### config.mk
export PLATFORM = sky130hd
export DESIGN_NAME = cache_req_stage
export DESIGN_NICKNAME = d
export VERILOG_FILES = /design/src/rtl/cache_types.sv /design/src/rtl/plru_victim.sv /design/src/rtl/cache_req_stage.sv
export SDC_FILE = /design/constraint.sdc
export NUM_CORES = 1
export LEC_CHECK = 0
export ABC_AREA = 1
export CAP_MARGIN = 30
export CELL_PAD_IN_SITES_DETAIL_PLACEMENT = 1
export CELL_PAD_IN_SITES_GLOBAL_PLACEMENT = 1
export CORE_AREA = 2 2 502 504
export DETAILED_ROUTE_END_ITERATION = 8
export DIE_AREA = 0 0 504 506
export PLACE_DENSITY_LB_ADDON = 0.1
export SLEW_MARGIN = 20
export SYNTH_ARGS = -nofsm -noshare
export SYNTH_HDL_FRONTEND = slang
export SYNTH_SLANG_ARGS = --single-unit
### constraint.sdc
create_clock -name clk -period 2 [get_ports clk]
set_input_delay 0.4 -clock clk [delete_from_list [all_inputs] [get_ports clk]]
set_output_delay 0.4 -clock clk [all_outputs]
set_load 0.05 [all_outputs]
### src/rtl/cache_types.sv
// rtl/cache_types.sv - shared types for the cache request/lookup pipeline
//
// Contents:
//   state_t : miss/commit FSM encoding used by cache_req_stage
//   idx_w   : index width for a power-of-two count (never below 1)
//   sr_t    : stage register handed from the request stage to the lookup stage
package cache_types;

    typedef enum logic [2:0] {
        RUN     = 3'd0,
        WCOMMIT = 3'd1,
        WB      = 3'd2,
        FILL    = 3'd3,
        REPLAY  = 3'd4
    } state_t;

    // A single-entry structure still needs a one-bit index so port
    // declarations never collapse to zero width.
    function automatic int unsigned idx_w(input int unsigned n);
        return (n <= 1) ? 1 : $clog2(n);
    endfunction

    typedef struct packed {
        logic        valid;
        logic [31:0] addr;
        logic [3:0]  rmask;
        logic [3:0]  wmask;
        logic [31:0] wdata;
    } sr_t;

endpackage

### src/rtl/plru_victim.sv
// rtl/plru_victim.sv - combinational tree-PLRU victim decoder
//
// Ports:
//   plru_bits  in  WAYS-1 : PLRU tree for one set, heap order (node 0 = root)
//   victim_way out WAY_W  : leaf reached by walking the tree from the root
//
// A node bit of 1 steers the walk to the lower half (child 2i+1), a 0 to
// the upper half (child 2i+2). Shared with the PLRU update in stage 2.
module plru_victim
    import cache_types::*;
#(
    parameter  int WAYS  = 4,
    localparam int WAY_W = idx_w(WAYS)
) (
    input  logic [WAYS-2:0]  plru_bits,
    output logic [WAY_W-1:0] victim_way
);

    // The tree is padded to 2*WAYS entries so the walk can index it with a
    // WAY_W+1 bit node number without range concerns; the pad is never read
    // because the walk stops after WAY_W levels, at a leaf.
    logic [2*WAYS-1:0] tree;
    logic [WAY_W:0]    node;

    always_comb begin
        tree = {{(WAYS+1){1'b0}}, plru_bits};
        node = '0;
        for (int lvl = 0; lvl < WAY_W; lvl++) begin
            if (tree[node]) begin
                node = (node << 1) + (WAY_W+1)'(1);
            end else begin
                node = (node << 1) + (WAY_W+1)'(2);
            end
        end
        // Leaves occupy heap slots WAYS-1 .. 2*WAYS-2.
        victim_way = WAY_W'(node - (WAY_W+1)'(WAYS-1));
    end

endmodule

### src/rtl/cache_req_stage.sv
// rtl/cache_req_stage.sv - cache request stage: stage register and miss FSM
//
// Ports:
//   clk, rst                         : clock, synchronous active-high reset
//   ufp_addr/rmask/wmask/wdata  in   : CPU request, valid when a mask is nonzero
//   ufp_ready                   out  : request captured this cycle
//   sr_valid/addr/rmask/wmask/wdata  : stage register to the lookup stage
//   lk_hit, lk_hit_way          in   : lookup result for the stage register
//   lk_victim_dirty/tag/data    in   : array contents of the victim way
//   plru_bits                   in   : PLRU tree for the looked-up set
//   arr_web                     out  : per-way array write enable, active low
//   arr_wmask/data_in/tag_in    out  : array write byte mask, data, tag
//   arr_valid_in/dirty_in       out  : valid/dirty write values
//   dfp_addr/read/write/wdata   out  : line-level memory request
//   dfp_rdata, dfp_resp         in   : memory read data, transfer complete
//
// All outputs depend on the FSM state, the stage register and the lookup
// results only; ufp_* reaches nothing but the stage register input.
module cache_req_stage
    import cache_types::*;
#(
    parameter  int WAYS      = 4,
    parameter  int SETS      = 16,
    parameter  int LINE_BITS = 256,
    localparam int BYTES     = LINE_BITS / 8,
    localparam int OFF_W     = idx_w(BYTES),
    localparam int SET_W     = idx_w(SETS),
    localparam int TAG_W     = 32 - SET_W - OFF_W,
    localparam int WAY_W     = idx_w(WAYS)
) (
    input  logic                 clk,
    input  logic                 rst,

    input  logic [31:0]          ufp_addr,
    input  logic [3:0]           ufp_rmask,
    input  logic [3:0]           ufp_wmask,
    input  logic [31:0]          ufp_wdata,
    output logic                 ufp_ready,

    output logic                 sr_valid,
    output logic [31:0]          sr_addr,
    output logic [3:0]           sr_rmask,
    output logic [3:0]           sr_wmask,
    output logic [31:0]          sr_wdata,

    input  logic                 lk_hit,
    input  logic [WAY_W-1:0]     lk_hit_way,
    input  logic                 lk_victim_dirty,
    input  logic [TAG_W-1:0]     lk_victim_tag,
    input  logic [LINE_BITS-1:0] lk_victim_data,
    input  logic [WAYS-2:0]      plru_bits,

    output logic [WAYS-1:0]      arr_web,
    output logic [BYTES-1:0]     arr_wmask,
    output logic [LINE_BITS-1:0] arr_data_in,
    output logic [TAG_W-1:0]     arr_tag_in,
    output logic                 arr_valid_in,
    output logic                 arr_dirty_in,

    output logic [31:0]          dfp_addr,
    output logic                 dfp_read,
    output logic                 dfp_write,
    output logic [LINE_BITS-1:0] dfp_wdata,
    input  logic [LINE_BITS-1:0] dfp_rdata,
    input  logic                 dfp_resp
);

    state_t           state_q, state_d;
    sr_t              sr_q, sr_d;
    logic [WAY_W-1:0] victim_q, victim_d;
    logic [WAY_W-1:0] victim_way;

    logic             ufp_req;
    logic             sr_store;
    logic [TAG_W-1:0] sr_tag;
    logic [SET_W-1:0] sr_set;
    logic [OFF_W-3:0] sr_word;

    plru_victim #(
        .WAYS       (WAYS)
    ) u_plru_victim (
        .plru_bits  (plru_bits),
        .victim_way (victim_way)
    );

    assign ufp_req  = (|ufp_rmask) | (|ufp_wmask);
    assign sr_store = |sr_q.wmask;
    assign sr_tag   = sr_q.addr[31 -: TAG_W];
    assign sr_set   = sr_q.addr[OFF_W +: SET_W];
    assign sr_word  = sr_q.addr[2 +: OFF_W-2];

    assign sr_valid = sr_q.valid;
    assign sr_addr  = sr_q.addr;
    assign sr_rmask = sr_q.rmask;
    assign sr_wmask = sr_q.wmask;
    assign sr_wdata = sr_q.wdata;

    always_comb begin
        state_d      = state_q;
        sr_d         = sr_q;
        victim_d     = victim_q;
        ufp_ready    = 1'b0;
        arr_web      = '1;
        arr_wmask    = '0;
        arr_data_in  = '0;
        arr_tag_in   = '0;
        arr_valid_in = 1'b0;
        arr_dirty_in = 1'b0;
        dfp_addr     = '0;
        dfp_read     = 1'b0;
        dfp_write    = 1'b0;
        dfp_wdata    = '0;

        case (state_q)
            RUN: begin
                if (!sr_q.valid || (lk_hit && !sr_store)) begin
                    // Free-running capture; an empty request becomes a bubble.
                    ufp_ready  = !rst;
                    sr_d.valid = ufp_req;
                    sr_d.addr  = ufp_addr;
                    sr_d.rmask = ufp_rmask;
                    sr_d.wmask = ufp_wmask;
                    sr_d.wdata = ufp_wdata;
                end else if (lk_hit) begin
                    state_d = WCOMMIT;
                end else begin
                    // Latch the victim now: the PLRU input may change once the
                    // fill lands, but the fill must go to the way chosen here.
                    victim_d = victim_way;
                    state_d  = lk_victim_dirty ? WB : FILL;
                end
            end

            WCOMMIT: begin
                arr_web[lk_hit_way] = 1'b0;
                arr_wmask           = BYTES'(sr_q.wmask) << {sr_word, 2'b00};
                arr_data_in         = LINE_BITS'(sr_q.wdata) << {sr_word, 5'b00000};
                arr_tag_in          = sr_tag;
                arr_valid_in        = 1'b1;
                arr_dirty_in        = 1'b1;
                // Dropping valid keeps the committed store from being replayed.
                sr_d.valid          = 1'b0;
                state_d             = RUN;
            end

            WB: begin
                // Stage register holds, so lk_victim_* stay stable until the
                // memory acknowledges the writeback.
                dfp_write = 1'b1;
                dfp_addr  = {lk_victim_tag, sr_set, {OFF_W{1'b0}}};
                dfp_wdata = lk_victim_data;
                if (dfp_resp) begin
                    state_d = FILL;
                end
            end

            FILL: begin
                dfp_read = 1'b1;
                dfp_addr = {sr_tag, sr_set, {OFF_W{1'b0}}};
                if (dfp_resp) begin
                    arr_web[victim_q] = 1'b0;
                    arr_wmask         = '1;
                    arr_data_in       = dfp_rdata;
                    arr_tag_in        = sr_tag;
                    arr_valid_in      = 1'b1;
                    arr_dirty_in      = 1'b0;
                    state_d           = REPLAY;
                end
            end

            REPLAY: begin
                // One idle cycle so the arrays present the freshly filled line.
                state_d = RUN;
            end

            default: begin
                state_d = RUN;
            end
        endcase
    end

    always_ff @(posedge clk) begin
        if (rst) begin
            state_q  <= RUN;
            sr_q     <= '0;
            victim_q <= '0;
        end else begin
            state_q  <= state_d;
            sr_q     <= sr_d;
            victim_q <= victim_d;
        end
    end

endmodule

==> results.cfg <==
[status]
status = finished, violations left
violations = negative setup slack

[place]
place_area_um2 = 35700
dpl.hpwl_um = 169000
gp_congestion = 0.854
portBuffers = 1292

[clocking]
clock-sinks = 78
cts_tree = built
h-tree-depth = 3
clk_pin_slew_ns = 0.09
clock_path_buffers = 2
cts-root-buf = clkbuf_16
cts_buffers = 9
worstSkewPairLatency_ns = 0.45

[die]
core-area_um2 = 250000
die_y_um = 506
io_pins = 1298
dieArea_um2 = 255000
die_x_um = 504
fp-row-count = 184
start_util = 0.0379

[synthesis]
yosysMostFrequentCell = nand3_1
synthSimpleGateAreaFrac = 0.426
synth_common_cells = nand3_1 (435), inv_1 (308), nor2_1 (293)
synth_top_area_share = 0.229
yosysTopAreaCell = nand3_1
synthAdderAreaFrac = 0
ys_seq_elements = 78
synth_compound_area_frac = 0.188
synthFlopType = dfxtp_1
synthMuxAreaShare = 0.00119
ys_types = 27
synth-xor-area-share = 0
synthTopCellsByArea = nand3_1 (23%), dfxtp_1 (16%), inv_1 (12%), nor2_1 (12%), o21ai_0 (9.3%)
synth_seq_area_share = 0.165
syn_avg_cell_area_um2 = 5.17
yosysWarnings = 0
synth_edf_count = 0
synth_top_family_by_area = simple AND/OR/NAND/NOR gates
mappedNetlistArea_um2 = 9490
syn_inst = 1835
async_flop_share = 0

[drt]
via_per_inst = 2.93
wl_um = 198000
drt-pass1-iter-count = 5
first_iter_violations = 749
num_vias = 19816
wl_per_cell_um = 29.3
ant_nets = 0
drc_errors = 0

[timing]
period_share = 1.24
rsz0062_at_grt = yes
slew_headroom = 0.636
slew_violations = 0
period_minus_slack_ns = 2.47
max_freq_mhz = 405
tightest_slew_ns = 0.544
clock_skew_ns = 0.0272
finalSetupTns_ns = -213.56
fin_ws_ns = -0.472
setup_viol = 604
finalHoldViolations = 0

[power]
p_seq_frac = 0.070
p_int_uw = 18500
swShare = 0.584
share_comb_of_total_power = 0.886
clkPwrFrac = 0.045
total_leakage_power_uw = 0.0154
p_per_area_nw_per_um2 = 1040
switching_power_uw = 25900
peakVddDrop_uv = 518

[layout]
final_layout_size_suffix_gt1_frac = 0.565
area_growth_pct = 350
finalInstanceArea_um2 = 42700
nNetsFinal = 4000
postLayoutCoreUtil = 0.171

[setup_path]
cp_data_required_time_ns = 1.60
worstPathMaxFanout = 7
start_kind = register
path_class = reg -> out
slowest_stage = dfxtp_4
endpoint_kind = output port
max_stage_delay_ns = 0.37
path_cells = inv_4 -> nand2_4 -> buf_6 -> inv_6 -> nand2_8 -> buf_12 -> buf_16 -> buf_12 -> clkbuf_16 -> nor2_4 -> buf_6
arrival_ns = 2.07

[global_routing]
track_usage = 0.148
grt_max_degree = 38
antenna_found_initial = 166
grt_pass1_wl_um = 246000
grt_pass1_vias = 20846
grt_overflow = 0

[flow_run]
cap_viol_max_count = 0

[worst_hold_path]
min_path_type = reg -> reg
[layout by cell type (no fill, tap or decap), types with 10 or more instances in the layout]
| master | n |
|---|---|
| inv_1 | 303 |
| nand3_2 | 110 |
| nor2_4 | 184 |
| buf_12 | 445 |
| buf_8 | 158 |
| buf_4 | 273 |
| o21ai_4 | 286 |
| dfxtp_1 | 69 |
| clkbuf_16 | 30 |
| nor2_1 | 18 |
| nand3_1 | 263 |
| nand2_4 | 10 |
| nand2_1 | 129 |
| clkdlybuf4s50_1 | 624 |
| buf_16 | 38 |
| nand3_4 | 62 |
| buf_6 | 149 |
| diode_2 | 33 |
| nor2_2 | 94 |
| o21ai_1 | 33 |
| o21ai_2 | 12 |
[cell families after synthesis]
| logic type | Yosys count |
|---|---|
| compound gates | 352 |
| buf+inv | 496 |
| flops | 78 |
| mux | 1 |
| other cells | 1 |
| simple gates | 907 |
[cell type report]
cell class                 instances  area (um^2)
clock buffer                       9          225
fill                           28725       207000
timing repair buffer            1713        23000
clock inverter                     7         68.8
antenna                           33         82.6
inverter                         315         1230
sequential                        78         1590
multi-input combinational       1266        12400
tap                             3348         4190
[state kept, by name, summed over array words and instances, names as in the netlist]
| name | count |
|---|---|
| sr_valid | 1 |
| sr_rmask | 4 |
| sr_wdata | 32 |
| sr_wmask | 4 |
| state_q | 3 |
| sr_addr | 32 |
| victim_q | 2 |
[metrics by stage]
step           hold slack [ns]  total power, uW  std cells  worst slack [ns]
6_report                 0.476            44300       6769            -0.472
5_1_grt                  0.471            46600       6745            -0.578
3_5_place_dp             0.467            36700       6611            -0.252
4_1_cts                  0.428            42700       6700            -0.606
3_3_place_gp             0.465            36900       6611            -0.270
2_1_floorplan            0.469            18700       1839            -0.180
[worst max-delay path, delay by kind of cell, from the launching register on]
family | cells | cell delay, ns
buf+inv | 8 | 1.05
flops | 1 | 0.37
simple gates | 3 | 0.19
[final timing paths]
path / from / to / slack [ns] / cells past startpoint
hold reg to reg: sr_wdata[18] / sr_wdata[18] / 0.48 / 2
hold / removal: sr_wdata[18] / sr_wdata[18] / 0.48 / 2
setup reg to reg: state_q[2] / sr_wdata[21] / 0.24 / 11
setup / recovery: state_q[2] / dfp_wdata[135] / -0.47 / 11
[power groups by stage]
| stage | Clock [uW] | Sequential (uW) | Combinational, uW |
|---|---|---|---|
| 2_1_floorplan | 0 | 4950 | 13700 |
| 3_3_place_gp | 0 | 3150 | 33800 |
| 3_5_place_dp | 0 | 3140 | 33600 |
| 4_1_cts | 2200 | 3170 | 37400 |
| 5_1_grt | 2210 | 3230 | 41200 |
| 6_report | 1990 | 3080 | 39200 |
[routing by layer]
layer	wire [um]	vias up	GRT usage
met5	436	-	0
met4	4670	70	0.0349
met1	82600	9412	0.176
li1	-	9104	-
met2	92700	973	0.244
met3	17800	257	0.0644
[what timing repair did]
item                                    CTS  global route
pin swaps                                21            43
setup buffers                            50            18
cloned                                   25            26
resized for setup                       553           527
endpoints found under the setup margin  608           608
hold buffers                              0             0
Note: power is estimated with default switching activity, not from simulation.
==> RTL change 1: new RTL, config.mk and constraints unchanged <==
`WAYS` is set to 4 in 2 places; all go to 3.
--- a/src/rtl/plru_victim.sv
+++ b/src/rtl/plru_victim.sv
@@ -9,7 +9,7 @@
 module plru_victim
     import cache_types::*;
 #(
-    parameter  int WAYS  = 4,
+    parameter  int WAYS  = 3,
     localparam int WAY_W = idx_w(WAYS)
 ) (
     input  logic [WAYS-2:0]  plru_bits,
--- a/src/rtl/cache_req_stage.sv
+++ b/src/rtl/cache_req_stage.sv
@@ -19,7 +19,7 @@
 module cache_req_stage
     import cache_types::*;
 #(
-    parameter  int WAYS      = 4,
+    parameter  int WAYS      = 3,
     parameter  int SETS      = 16,
     parameter  int LINE_BITS = 256,
     localparam int BYTES     = LINE_BITS / 8,
Ports: changed (resized arr_web and plru_bits); port bits go from 1298 to 1296. The function was not compared with the original's and may differ.
==> RTL change 1 against the unedited design <==
  * The run still ends with setup timing left
  * Largest power group unchanged
  * Routed wire length fell by 3.4%
  * Maximum frequency is 1.9% lower
  * Sequential cell count is the same
  * Power down 0.51%
  * Largest cell class unchanged
  * Area after synthesis shrank 0.44%
  * Worst setup slack got worse by 0.047 ns
  * Cell area grew 1.4%
  * Worst hold slack improved by 0.0073 ns
  * Critical path type unchanged
  * Sequential share of layout area shrank 0.053 points
==> RTL change 1: results (changes against the unedited design) <==
ir_drop_uv: 658  # was 518 uV
gp_routability_congestion: 0.800  # was 0.854
synthCells: 1831  # was 1,835
pwr_density_cell_nw_per_um2: 1020  # was 1040 nW/um2
p_leak_nw: 15.5  # was 15.4 nW
placedCellCount: 6588  # was 6,611
synthTopCellsByArea: "nand3_1 (23%), dfxtp_1 (17%), o21ai_0 (14%), inv_1 (12%), nor2_1 (12%)"  # was nand3_1 (23%), dfxtp_1 (16%), inv_1 (12%), nor2_1 (12%), o21ai_0 (9.3%)
viasPerCell: 2.88  # was 2.93
setup_ws_ns: -0.519  # was -0.472 ns
grt_pass1_vias: 20700  # was 20,800
setup_viol: 610  # was 604
yosysSeqAreaShare: 0.165  # about the same
drive_above_1_share: 0.549  # was 0.565
start_util: 0.0378  # was 0.0379
place_ws_ns: -0.204  # was -0.252 ns
status: "complete, but fails checks"  # unchanged
dr.first_iter.drc_count: 687  # was 749
fill_cells: 28600  # was 28,700
rrSetupSlack_ns: 0.18  # was 0.24 ns
placed_area_um2: 38000  # was 35,700 um2
min_from: "sr_wdata[21]"  # was sr_wdata[18]
synth_compound_area_frac: 0.189  # was 0.188
grt_pass1_wl_um: 234000  # was 246,000 um
nets: 3985  # was 4,000
hpwl_um: 161000  # was 169,000 um
crit_arrival_ns: 2.12  # was 2.07 ns
violations: "setup timing"  # unchanged
slowest_delay_ns: 0.34  # was 0.37 ns
r2r_end: "sr_wdata[16]"  # was sr_wdata[21]
critical_path.max_fanout: 8  # was 7
combPwrFrac: 0.884  # was 0.886
antenna_found_initial: 143  # was 166
synth_mux_area_frac: 0  # was 0.00119
tns_ns: -209.18  # was -213.56 ns
cts_resized: 287  # was 553
yosys-top-cells-count: "nand3_1 (436), inv_1 (309), nor2_1 (291), o21ai_0 (256), nand2_1 (143)"  # was nand3_1 (435), inv_1 (308), nor2_1 (293), o21ai_0 (176), o21ai_1 (162)
==> RTL change 1: cell types whose count changed in the layout (fill, tap and decap cells not counted), moves of 8 or more <==
cell / unedited run / this run
nor3_2: 8 / 0
nand3_4: 62 / 111
nor2_4: 184 / 12
buf_6: 149 / 52
nor2_2: 94 / 234
buf_4: 273 / 255
nand3_2: 110 / 56
buf_8: 158 / 50
buf_12: 445 / 655
nor2_1: 18 / 47
==> RTL change 1: final cells by class <==
class,count,area (um2),share of cell area
well taps,3348,4190,0.0966
repair buffers,1706,24400,0.562
clock inverters,7,68.8,0.00159
diodes,26,65.1,0.00150
flip-flops and latches,78,1590,0.0366
clock buffers,9,225,0.00520
inverters,315,1230,0.0284
multi-input cells,1259,11600,0.268
==> RTL change 1: per-layer routing <==
layer,part of all wire,vias up,track usage
li1,-,9022,-
met1,0.41,9212,0.165
met2,0.49,931,0.239
met3,0.082,228,0.0550
met4,0.017,70,0.0281
met5,0.0024,-,0
==> RTL change 2: new RTL, same flow settings <==
Without the edit above. The 5 states of `state_t` get a one-hot encoding in 5 bits.
--- a/src/rtl/cache_types.sv
+++ b/src/rtl/cache_types.sv
@@ -6,12 +6,12 @@
 //   sr_t    : stage register handed from the request stage to the lookup stage
 package cache_types;
 
-    typedef enum logic [2:0] {
-        RUN     = 3'd0,
-        WCOMMIT = 3'd1,
-        WB      = 3'd2,
-        FILL    = 3'd3,
-        REPLAY  = 3'd4
+    typedef enum logic [4:0] {
+        RUN     = 5'b00001,
+        WCOMMIT = 5'b00010,
+        WB      = 5'b00100,
+        FILL    = 5'b01000,
+        REPLAY  = 5'b10000
     } state_t;
 
     // A single-entry structure still needs a one-bit index so port
Formal check against the unedited RTL: no difference found for any inputs over 4 cycles, from zero or initial values and one cycle with rst high; so few cycles prove little.
==> RTL change 2 against the unedited design <==
  * Sequential cell count increased by 2
  * Area after synthesis grew 5.8%
  * Routed wire length is 4.8% lower
  * Critical path type unchanged
  * Worst setup slack got worse by 0.16 ns
  * Cell area rose by 8.7%
  * The flow still finishes with violations (setup timing)
  * Cell count grew 2.0%
  * Critical path depth is 1 lower
  * Global-route usage shrank 0.85 points
  * Worst hold slack better by 0.015 ns
  * Largest power group unchanged
  * Power shrank 38%
==> RTL change 2: results (changes against the unedited design) <==
status: "complete, but fails checks"  # unchanged
violations: "setup timing"  # unchanged
place_ws_ns: -0.428  # was -0.252 ns
setup_viol: 608  # was 604
tns_ns: -294.86  # was -213.56 ns
yosysSeqAreaShare: 0.160  # was 0.165
gp_routability_congestion: 0.823  # was 0.854
hpwl_um: 159000  # was 169,000 um
setup_ws_ns: -0.633  # was -0.472 ns
fin_cells: 6901  # was 6,769
placedCellCount: 6739  # was 6,611
gr-usage-met1: 0.171  # was 0.176
nets: 4137  # was 4,000
grt_pass1_vias: 21200  # was 20,800
dr_total_vias: 20000  # was 19,800
critical_path.max_fanout: 8  # was 7
finalClockSkew_ns: 0.0290  # was 0.0272 ns
drt_first_pass_iters: 4  # was 5
antenna_found_initial: 102  # was 166
dr.first_iter.drc_count: 593  # was 749
hold_ws_ns: 0.491  # was 0.476 ns
met2_usage: 0.222  # was 0.244
ys_types: 26  # was 27
ir_drop_uv: 470  # was 518 uV
met1_length_um: 79500  # was 82,600 um
max_slew_margin: 0.653  # was 0.636
RTL change 2: cell count changes after synthesis, sizes merged, moves of 2 or more:
cell    unedited run  this run
dfxtp             78        80
a21oi              5         1
nor4               4         0
inv              315       366
nand3            435       284
clkbuf            70        80
a41oi              2         0
nor3              13         3
o21ai            338       356
nand2            151       209
buf              111        99
nand4              8         0
o31ai              6        32
nor2             296       485
RTL change 2: final timing paths:
kind | from | end
setup / recovery | state_q[1] | arr_data_in[172]
hold / removal | sr_addr[0] | sr_addr[0]
setup reg to reg | state_q[3] | state_q[3]
hold reg to reg | sr_addr[0] | sr_addr[0]
RTL change 2: cell type report:
cell class	instances	area (um2)
fillers	28400	204000
repair buffers	1682	25100
multi-input cells	1378	13700
well taps	3348	4190
flip-flops and latches	80	1630
inverters	367	1430
clock buffers	9	225
clock inverters	7	87.6
diodes	28	70.1
repair inverters	2	50.0
RTL change 2: power by group:
| group | leakage [nW] | switching, W | internal, W | total (W) |
|---|---|---|---|---|
| Sequential | 0.668 | 0.000697 | 0.00221 | 0.00291 |
| Clock | 0.154 | 0.00106 | 0.000998 | 0.00206 |
| Combinational | 16.1 | 0.0140 | 0.00865 | 0.0226 |
RTL change 2: kinds of logic after synthesis:
| kind of cell | synth area share |
|---|---|
| AO/OA/AOI/OAI | 0.203 |
| buffers and inverters | 0.229 |
| flip-flops | 0.160 |
| multiplexers | 0.00112 |
| other | 0.000374 |
| AND/OR/NAND/NOR | 0.408 |
RTL change 2: repair_timing:
item                       CTS  global route
pin swaps                   41            79
setup endpoints to repair  609           609
hold buffers                 0             0
gates resized for setup    350           640
setup buffers               34            31
cloned                      24            33
RTL change 2: worst min-delay path: stages, from the launching register on:
cell	delay, ns
dfxtp_1	0.33
nor2_1	0.05
nor2_1	0.08
